**config.mk**
```make
export PLATFORM = sky130hd
export DESIGN_NAME = mdu_seq_ctrl
export DESIGN_NICKNAME = d
export VERILOG_FILES = /design/src/rtl/mdu_seq_ctrl.sv
export SDC_FILE = /design/constraint.sdc
export NUM_CORES = 1
export LEC_CHECK = 0
export CAP_MARGIN = 20
export CELL_PAD_IN_SITES_DETAIL_PLACEMENT = 0
export CELL_PAD_IN_SITES_GLOBAL_PLACEMENT = 2
export CORE_MARGIN = 3
export CORE_UTILIZATION = 36
export DETAILED_ROUTE_END_ITERATION = 6
export GPL_ROUTABILITY_DRIVEN = 1
export GPL_TIMING_DRIVEN = 0
export PLACE_DENSITY = 0.79
export SYNTH_ARGS = -nofsm -noshare
export SYNTH_HDL_FRONTEND = slang
export SYNTH_SLANG_ARGS = --single-unit
```
**constraint.sdc**
```tcl
create_clock -name clk -period 7.25 [get_ports clk]
set_clock_uncertainty 0.15 [all_clocks]
set_input_delay 1.0875 -clock clk [delete_from_list [all_inputs] [get_ports clk]]
set_output_delay 1.0875 -clock clk [all_outputs]
set_load 0.005 [all_outputs]
```
**src/rtl/mdu_seq_ctrl.sv**
```systemverilog
// Iterative multiply/divide sequencer for EX. It stalls the pipeline while the engine runs.
// Defining MDU_FAST_MUL_EN builds a single-cycle multiplier for mult/multu.
module mdu_seq_ctrl #(
  parameter int unsigned WIDTH = 32
) (
  input  logic               clk,
  input  logic               rst,
  input  logic               op_valid,
  input  logic               op_div,
  input  logic               op_divu,
  input  logic               op_mult,
  input  logic               op_multu,
  input  logic [WIDTH-1:0]   src_a,
  input  logic [WIDTH-1:0]   src_b,
  input  logic               cancel,
  output logic               stallreq,
  output logic               busy,
  output logic               result_valid,
  output logic [2*WIDTH-1:0] result
);

  localparam int unsigned CW = (WIDTH > 1) ? $clog2(WIDTH) : 1;

  typedef enum logic [1:0] {S_IDLE, S_CHECK, S_RUN, S_DONE} state_t;
  typedef enum logic [1:0] {OP_DIV, OP_DIVU, OP_MULT, OP_MULTU} op_t;

  state_t             state;
  op_t                op;
  logic [WIDTH-1:0]   op_a, op_b;
  logic [2*WIDTH-1:0] acc;
  logic [CW-1:0]      count;
  logic               neg_lo, neg_hi;

  logic               any_op, is_div, is_signed, sa, sb;
  logic [WIDTH-1:0]   abs_a, abs_b, q, r;
  logic [WIDTH:0]     trial, mul_sum;
  logic [2*WIDTH-1:0] iter_next, final_res;

  always_comb begin
    any_op    = op_div | op_divu | op_mult | op_multu;
    is_div    = (op == OP_DIV) || (op == OP_DIVU);
    is_signed = (op == OP_DIV) || (op == OP_MULT);
    sa        = is_signed & op_a[WIDTH-1];
    sb        = is_signed & op_b[WIDTH-1];
    abs_a     = sa ? -op_a : op_a;
    abs_b     = sb ? -op_b : op_b;
    // Divide: acc = {partial remainder, dividend/quotient}; trial is the shifted upper half minus divisor.
    trial     = acc[2*WIDTH-1:WIDTH-1] - {1'b0, op_b};
    // Multiply: acc = {partial product, remaining multiplier bits}, shifted right each step.
    mul_sum   = {1'b0, acc[2*WIDTH-1:WIDTH]} + {1'b0, {WIDTH{acc[0]}} & op_a};
    if (is_div)
      iter_next = trial[WIDTH] ? {acc[2*WIDTH-2:0], 1'b0}
                               : {trial[WIDTH-1:0], acc[WIDTH-2:0], 1'b1};
    else
      iter_next = {mul_sum, acc[WIDTH-1:1]};
    q = iter_next[WIDTH-1:0];
    r = iter_next[2*WIDTH-1:WIDTH];
    if (is_div)
      final_res = {(neg_hi ? -r : r), (neg_lo ? -q : q)};
    else
      final_res = neg_lo ? -iter_next : iter_next;
  end

`ifdef MDU_FAST_MUL_EN
  logic [2*WIDTH-1:0] fast_prod;

  always_comb begin
    if (op == OP_MULT)
      fast_prod = $signed({{WIDTH{op_a[WIDTH-1]}}, op_a}) * $signed({{WIDTH{op_b[WIDTH-1]}}, op_b});
    else
      fast_prod = {{WIDTH{1'b0}}, op_a} * {{WIDTH{1'b0}}, op_b};
  end
`endif

  assign busy     = (state != S_IDLE);
  assign stallreq = ~rst & ~cancel &
                    (((state == S_IDLE) & op_valid & any_op) | (state == S_CHECK) | (state == S_RUN));

  always_ff @(posedge clk or posedge rst) begin
    if (rst) begin
      state        <= S_IDLE;
      op           <= OP_DIV;
      op_a         <= '0;
      op_b         <= '0;
      acc          <= '0;
      count        <= '0;
      neg_lo       <= 1'b0;
      neg_hi       <= 1'b0;
      result       <= '0;
      result_valid <= 1'b0;
    end else begin
      result_valid <= 1'b0;
      case (state)
        S_IDLE: begin
          if (op_valid && any_op && !cancel) begin
            op    <= op_div ? OP_DIV : op_divu ? OP_DIVU : op_mult ? OP_MULT : OP_MULTU;
            op_a  <= src_a;
            op_b  <= src_b;
            state <= S_CHECK;
          end
        end
        S_CHECK: begin
          if (cancel) begin
            state <= S_IDLE;
          end else if (is_div && op_b == '0) begin
            result       <= {op_a, {WIDTH{1'b1}}};
            result_valid <= 1'b1;
            state        <= S_DONE;
          end
`ifdef MDU_FAST_MUL_EN
          else if (!is_div) begin
            result       <= fast_prod;
            result_valid <= 1'b1;
            state        <= S_DONE;
          end
`endif
          else begin
            op_a   <= abs_a;
            op_b   <= abs_b;
            acc    <= {{WIDTH{1'b0}}, (is_div ? abs_a : abs_b)};
            neg_lo <= sa ^ sb;
            neg_hi <= sa;
            count  <= '0;
            state  <= S_RUN;
          end
        end
        S_RUN: begin
          if (cancel) begin
            state <= S_IDLE;
          end else begin
            acc   <= iter_next;
            count <= count + CW'(1);
            // Last iteration: sign-correct on the fly so the result is registered on entry to DONE.
            if (count == CW'(WIDTH - 1)) begin
              result       <= final_res;
              result_valid <= 1'b1;
              state        <= S_DONE;
            end
          end
        end
        S_DONE:  state <= S_IDLE;
        default: state <= S_IDLE;
      endcase
    end
  end

endmodule

```
-- After elaboration in Yosys (flattened, before gate mapping)
Index checks and enable logic that the tools add are counted.
- equality and inequality tests: 13
- reductions and logical operators: 18
- $add $sub $neg: 8
- multiplexer cells: 44
- bitwise operators: 16
- operators by type and width (cell ; count):
    2-to-1 mux 64 bit ; 11
    2-to-1 mux 32 bit ; 11
    one-hot mux 64 bit (2 select lines) ; 2
    negation 32 bit ; 4
    one-hot mux 32 bit (2 select lines) ; 2
    negation 64 bit ; 1
    adder 32 x 32 -> 33 bit ; 1
    subtractor 33 x 32 -> 33 bit ; 1
    AND 32 bit ; 1
    logical NOT 32 bit ; 1
    2-to-1 mux 5 bit ; 3
    2-to-1 mux 2 bit ; 6
    one-hot mux 5 bit (2 select lines) ; 1
    one-hot mux 2 bit (4 select lines) ; 1
    AND reduction 4 bit ; 2
    AND 1 bit ; 6
    == test 2 bit (second input constant) ; 3
    2-to-1 mux 1 bit ; 6
    != test 2 x 1 -> 1 bit (second input constant) ; 3
    != test 2 bit (second input constant) ; 3
    nonzero test 2 bit ; 3
    adder 5 x 1 -> 5 bit (second input constant) ; 1
    == test 5 bit (second input constant) ; 1
    OR 1 bit ; 5
    12 further kinds ; 20
- register bits: 204
- input bits: 72
- word-level logic and storage cells: 109
- output and inout bits: 67

-- Logic depth before layout (Yosys ltp)
- word-level depth: 9
- gate-level depth with buffers: 25
- depth with buffers taken out: 24

-- Least setup slack after synthesis
OpenSTA, ideal clock, no wires.
- path kind: flip-flop to flip-flop
- from: register op[1]
- to: register result[60]
- cell stages (with the launch flop): 24
- path slack: 0.718 ns
- period minus slack after synthesis: 6.532 ns
- arrival: 6.305 ns
- cell sequence: dfrtp_1 > buf_6 > buf_2 > buf_1 > clkbuf_1 > buf_1 > buf_2 > buf_2 > buf_1 > clkbuf_1 > nor2_1 > a21oi_1 > ha_1 > o21ai_1 > or4b_4 > or4_4 > nand3b_4 > or3_4 > o21ba_2 > nor3_4 > nand2_2 > or3_1 > mux2i_1 > a21oi_1
- longest elaborated chain between the ends: 9
- elaborated cells on any way between the ends: 15
- classes of those cells: add/sub: 2; eq/ne: 2; mux: 7; reduce/logical: 4
- ends and longest elaborated chain (element ; line ; text):
    start: declaration ; 28 ; op_t op;
    start signal: assignment ; 96 ; op <= op_div ? OP_DIV : op_divu ? OP_DIVU : op_mult ? OP_MULT : OP_MULTU;
    == test 2 x 1 -> 1 bit or logical NOT 2 bit (tied branches) ; 41 ; is_div = (op == OP_DIV) || (op == OP_DIVU);
    logical OR 1 bit * ; 41 ;
    2-to-1 mux 64 bit ; 51 ; if (is_div)
    negation 64 bit or negation 32 bit (tied branches) ; 61, 59 ;
    2-to-1 mux 64 bit or 2-to-1 mux 32 bit (tied branches) ; 61, 59 ;
    2-to-1 mux 64 bit ; 58 ; if (is_div)
    2-to-1 mux 64 bit ; 134 ; if (count == CW'(WIDTH - 1)) begin
    2-to-1 mux 64 bit ; 128 ; if (cancel) begin
    one-hot mux 64 bit (2 select lines) ; 93 ; case (state)
    end signal: assignment ; 106 ; result <= {op_a, {WIDTH{1'b1}}};
    end signal: assignment ; 135 ; result <= final_res;
    end: declaration ; 19 ; output logic [2*WIDTH-1:0] result
Every way passes the cells marked *; elsewhere a longest branch is shown, timed or not. The select of a mux whose other input is x is not followed.
A chain may end at the register's enable or synchronous reset.

-- Worst setup path after layout
- from: register op_b[17]
- to: register result[60]
- longest elaborated chain between the ends: 9
- elaborated cells on any way between the ends: 15
- classes of those cells: add/sub: 3; eq/ne: 1; mux: 8; reduce/logical: 3
- ends and longest elaborated chain (element ; line ; text):
    start: declaration ; 29 ; logic [WIDTH-1:0] op_a, op_b;
    start signal: assignment ; 98 ; op_b <= src_b;
    start signal: assignment ; 119 ; op_b <= abs_b;
    subtractor 33 x 32 -> 33 bit ; 48 ; trial = acc[2*WIDTH-1:WIDTH-1] - {1'b0, op_b};
    2-to-1 mux 64 bit ; 52 ; iter_next = trial[WIDTH] ? {acc[2*WIDTH-2:0], 1'b0}
    2-to-1 mux 64 bit ; 51 ;
    negation 64 bit or negation 32 bit (tied branches) ; 61, 59 ;
    2-to-1 mux 64 bit or 2-to-1 mux 32 bit (tied branches) ; 61, 59 ;
    2-to-1 mux 64 bit ; 58 ;
    2-to-1 mux 64 bit ; 134 ;
    2-to-1 mux 64 bit ; 128 ;
    one-hot mux 64 bit (2 select lines) ; 93 ;
Parallel ways exist; a longest one is shown, timed or not. The select of a mux whose other input is x is not followed.

==> results.cfg <==
[synthesis]
synthAdderAreaFrac_pct = 5.49
synth_area_sq_um = 17600
synth_top_family_by_area = compound AO/OA/AOI/OAI gates
ys_top_cells_by_count = nand2_1, a21oi_1, dfrtp_1, o21ai_0, nor2_1
synthDistinctLibCells = 92
yosys-top-cells-area = dfrtp_1, a21oi_1, o21ai_0, ha_1, xnor2_1
synth_largest_area_cell = dfrtp_1
async_flop_share_pct = 100
yosys.area_share.xor_xnor_pct = 7.67
yosysTopAreaCellShare_pct = 29.0
syn_area_per_cell_sq_um = 7.90
synth_warnings = 0
synthCells = 2226
seq_area_frac_synth_pct = 29.0
muxShareOfSynthArea_pct = 4.77
synth_ff_type = dfrtp_1
ys_ff_latch = 204
synth_edf_count = 0
yosys.area_share.simple_pct = 20.5
synth_compound_gate_area_share_pct = 27.6
synthMostInstantiatedCell = nand2_1
synthesis.nets = 2374

[critical_path]
crit_chain = inv_1, ha_1, buf_2, nand4_1, or4_1, a21oi_4, o21ai_2, nand2_4, nor2_1, a21oi_2, ha_1, o21ai_1, or4b_4, or4_4, nand3b_4, or3_4, o21ba_2, nor3_4, nand2_2, or3_1, mux2i_1, a21oi_1
cpMostUsedCell = ha_1
required_ns = 7.54
crit_slowest_cell = or4b_4
rr_worst_depth = 22
worstSetupStartpoint = op_b[17]
r2r_start = op_b[17]
endpoint_kind = register
path_class = reg2reg
cp.arrival_ns = 7.33
slowest_delay_ns = 0.63
crit_path_max_fanout = 10
start_kind = register

[layout]
fin_area_sq_um = 20900
area.sequential_sq_um = 5100
nFillCells = 4986
antenna_cells = 0
drive_gt1_share_pct = 6.69
final_nets = 2549
area_growth_pct = 18.8
multi_input_comb_area_sq_um = 11700

[clocking]
cts_max_level = 1
cts_inserted_buffers = 27
insertion_delay_ns = 0.59
clockBufferDepth = 3
cts_hold_buf = 0
tritoncts = built
root_buffer = clkbuf_16
clk_transition_reported_paths_ns = 0.06
cts_sinks = 204

[worst_hold_path]
min_from = result[32]
hold_path.class = reg2reg
holdPathStages = 2

[floorplan]
core_area_sq_um = 48000
rows = 80
initial_core_util_pct = 36.6
dieArea_sq_um = 51600
die_h_um = 227
ios = 139
die_w_um = 227

[drt]
wl_um = 87000
drc_errors = 0
avgRoutedWirePerCell_um = 28.7
drt_first_pass_iters = 5
postRouteAntennaNets = 0
via_count = 18900
drt_iter0_markers = 1956
vias_per_cell = 6.22

[sta]
setup_violations = 0
setup-tns-final_ns = 0
layout_min_cycle_time_ns = 7.04
rsz0062_at_grt = false
maxSlewViolCount = 0
fmax_mhz = 142
max_slew.worst_pin.slew_ns = 1.26
fin_hold_ws_ns = 0.312
fin_crit_sh_pct = 97.1
hold_viol_final = 0
slew_headroom_pct = 14.0

[global_route]
antenna_found_initial = 3
grt_pass1_wl_um = 125000
grt_pass1_vias = 17900
grt_use_total_pct = 33.1
overflow = 0
grt_max_degree = 74

[pwr]
seqPwrFrac_pct = 20.1
combPwrFrac_pct = 66.8
power_density_nw_per_um2 = 541
peakVddDrop_mv = 0.236
p_int_w = 0.00507
power_switching_w = 0.00623
clkPwrFrac_pct = 13.1
switching_share_pct = 55.1
cellLeakagePower_nw = 8.70

[status]
outcome = finished clean

[placement]
placed_area_sq_um = 19800
post-dp-hpwl_um = 70600
port_buffers = 138
gp_congestion = 1.01

[job]
max_cap_viol_count = 0
cell type report:
type	instances	area share [%]
clock inverters	17	1.09
flip-flops and latches	204	24.4
well taps	615	3.68
clock buffers	32	3.47
repair buffers	151	7.33
multi-input cells	1814	55.9
plain buffers	135	2.86
inverters	68	1.26
worst max-delay path: cells and delay by family, from the launching register on:
kind / cells / cell delay (ns)
AOI/OAI and AO/OA: 6 / 1.24
and+or+nand+nor: 11 / 3.84
adders and majority gates: 2 / 0.55
DFF: 1 / 0.51
muxes: 1 / 0.23
buffers and inverters: 2 / 0.36
power groups by stage:
| stage | clock, W | combinational (W) | sequential (W) |
|---|---|---|---|
| CTS | 0.00150 | 0.00739 | 0.00223 |
| global route | 0.00153 | 0.00809 | 0.00231 |
| detailed placement | 0 | 0.00737 | 0.00225 |
| finish | 0.00148 | 0.00756 | 0.00227 |
| global placement | 0 | 0.00736 | 0.00224 |
| floorplan | 0 | 0.00464 | 0.00196 |
state kept, by name (all words and copies together) (netlist names):
register and flops:
state 2, op 2, count 5, acc 64, neg_lo 1, op_a 32, result_valid 1, op_b 32
neg_hi 1, result 64
metrics by stage:
stage	instances	setup WS [ns]	utilization [%]	power, W
global placement	2979	-3.00	41.1	0.00960
finish	3036	0.207	43.5	0.0113
detailed placement	2983	-2.42	41.3	0.00962
CTS	3028	0.0169	43.3	0.0111
global route	3036	0.00381	43.5	0.0119
floorplan	2226	0.445	-	0.00660
cell usage in the layout, fill, tap and decap left out, types with 51 or more instances in the layout:
cell type and count:
nand2_1 239, a21oi_1 211, dfrtp_1 204, o21ai_0 203, nor2_1 169, clkdlybuf4s50_1 138, xnor2_1 103, clkbuf_1 84
mux2i_1 76, ha_1 74, inv_1 66, xor2_1 51
logic make-up after synthesis:
kind of cell             count (synthesis)
multiplexers                            83
adder cells (fa/ha/maj)                 76
XOR/XNOR                               154
AO/OA/AOI/OAI                          772
buffers and inverters                  208
AND/OR/NAND/NOR                        729
flip-flops                             204
path summary, 6_finish.rpt:
path / endpoint / slack, ns
min: result[32] / 0.31
max: result[60] / 0.21
max in group asynchronous: acc[47] / 5.00
max reg2reg: result[60] / 0.21
min reg2reg: result[32] / 0.31
min in group asynchronous: state[1] / 0.80
routing by layer:
metal	track usage, %	wire, um	up-vias
li1	-	-	8556
met1	47.9	39000	9272
met2	50.1	37400	892
met3	5.07	6920	158
met4	12.0	3700	0
met5	0	0	-
repair_timing:
item                                    in CTS  in global routing
gates cloned                                 0                  0
pin swaps                                    0                  3
buffers inserted                             0                  5
resized for setup                            9                  7
endpoints found under the setup margin      26                  9
No activity file was read; power rests on OpenSTA's default activity.
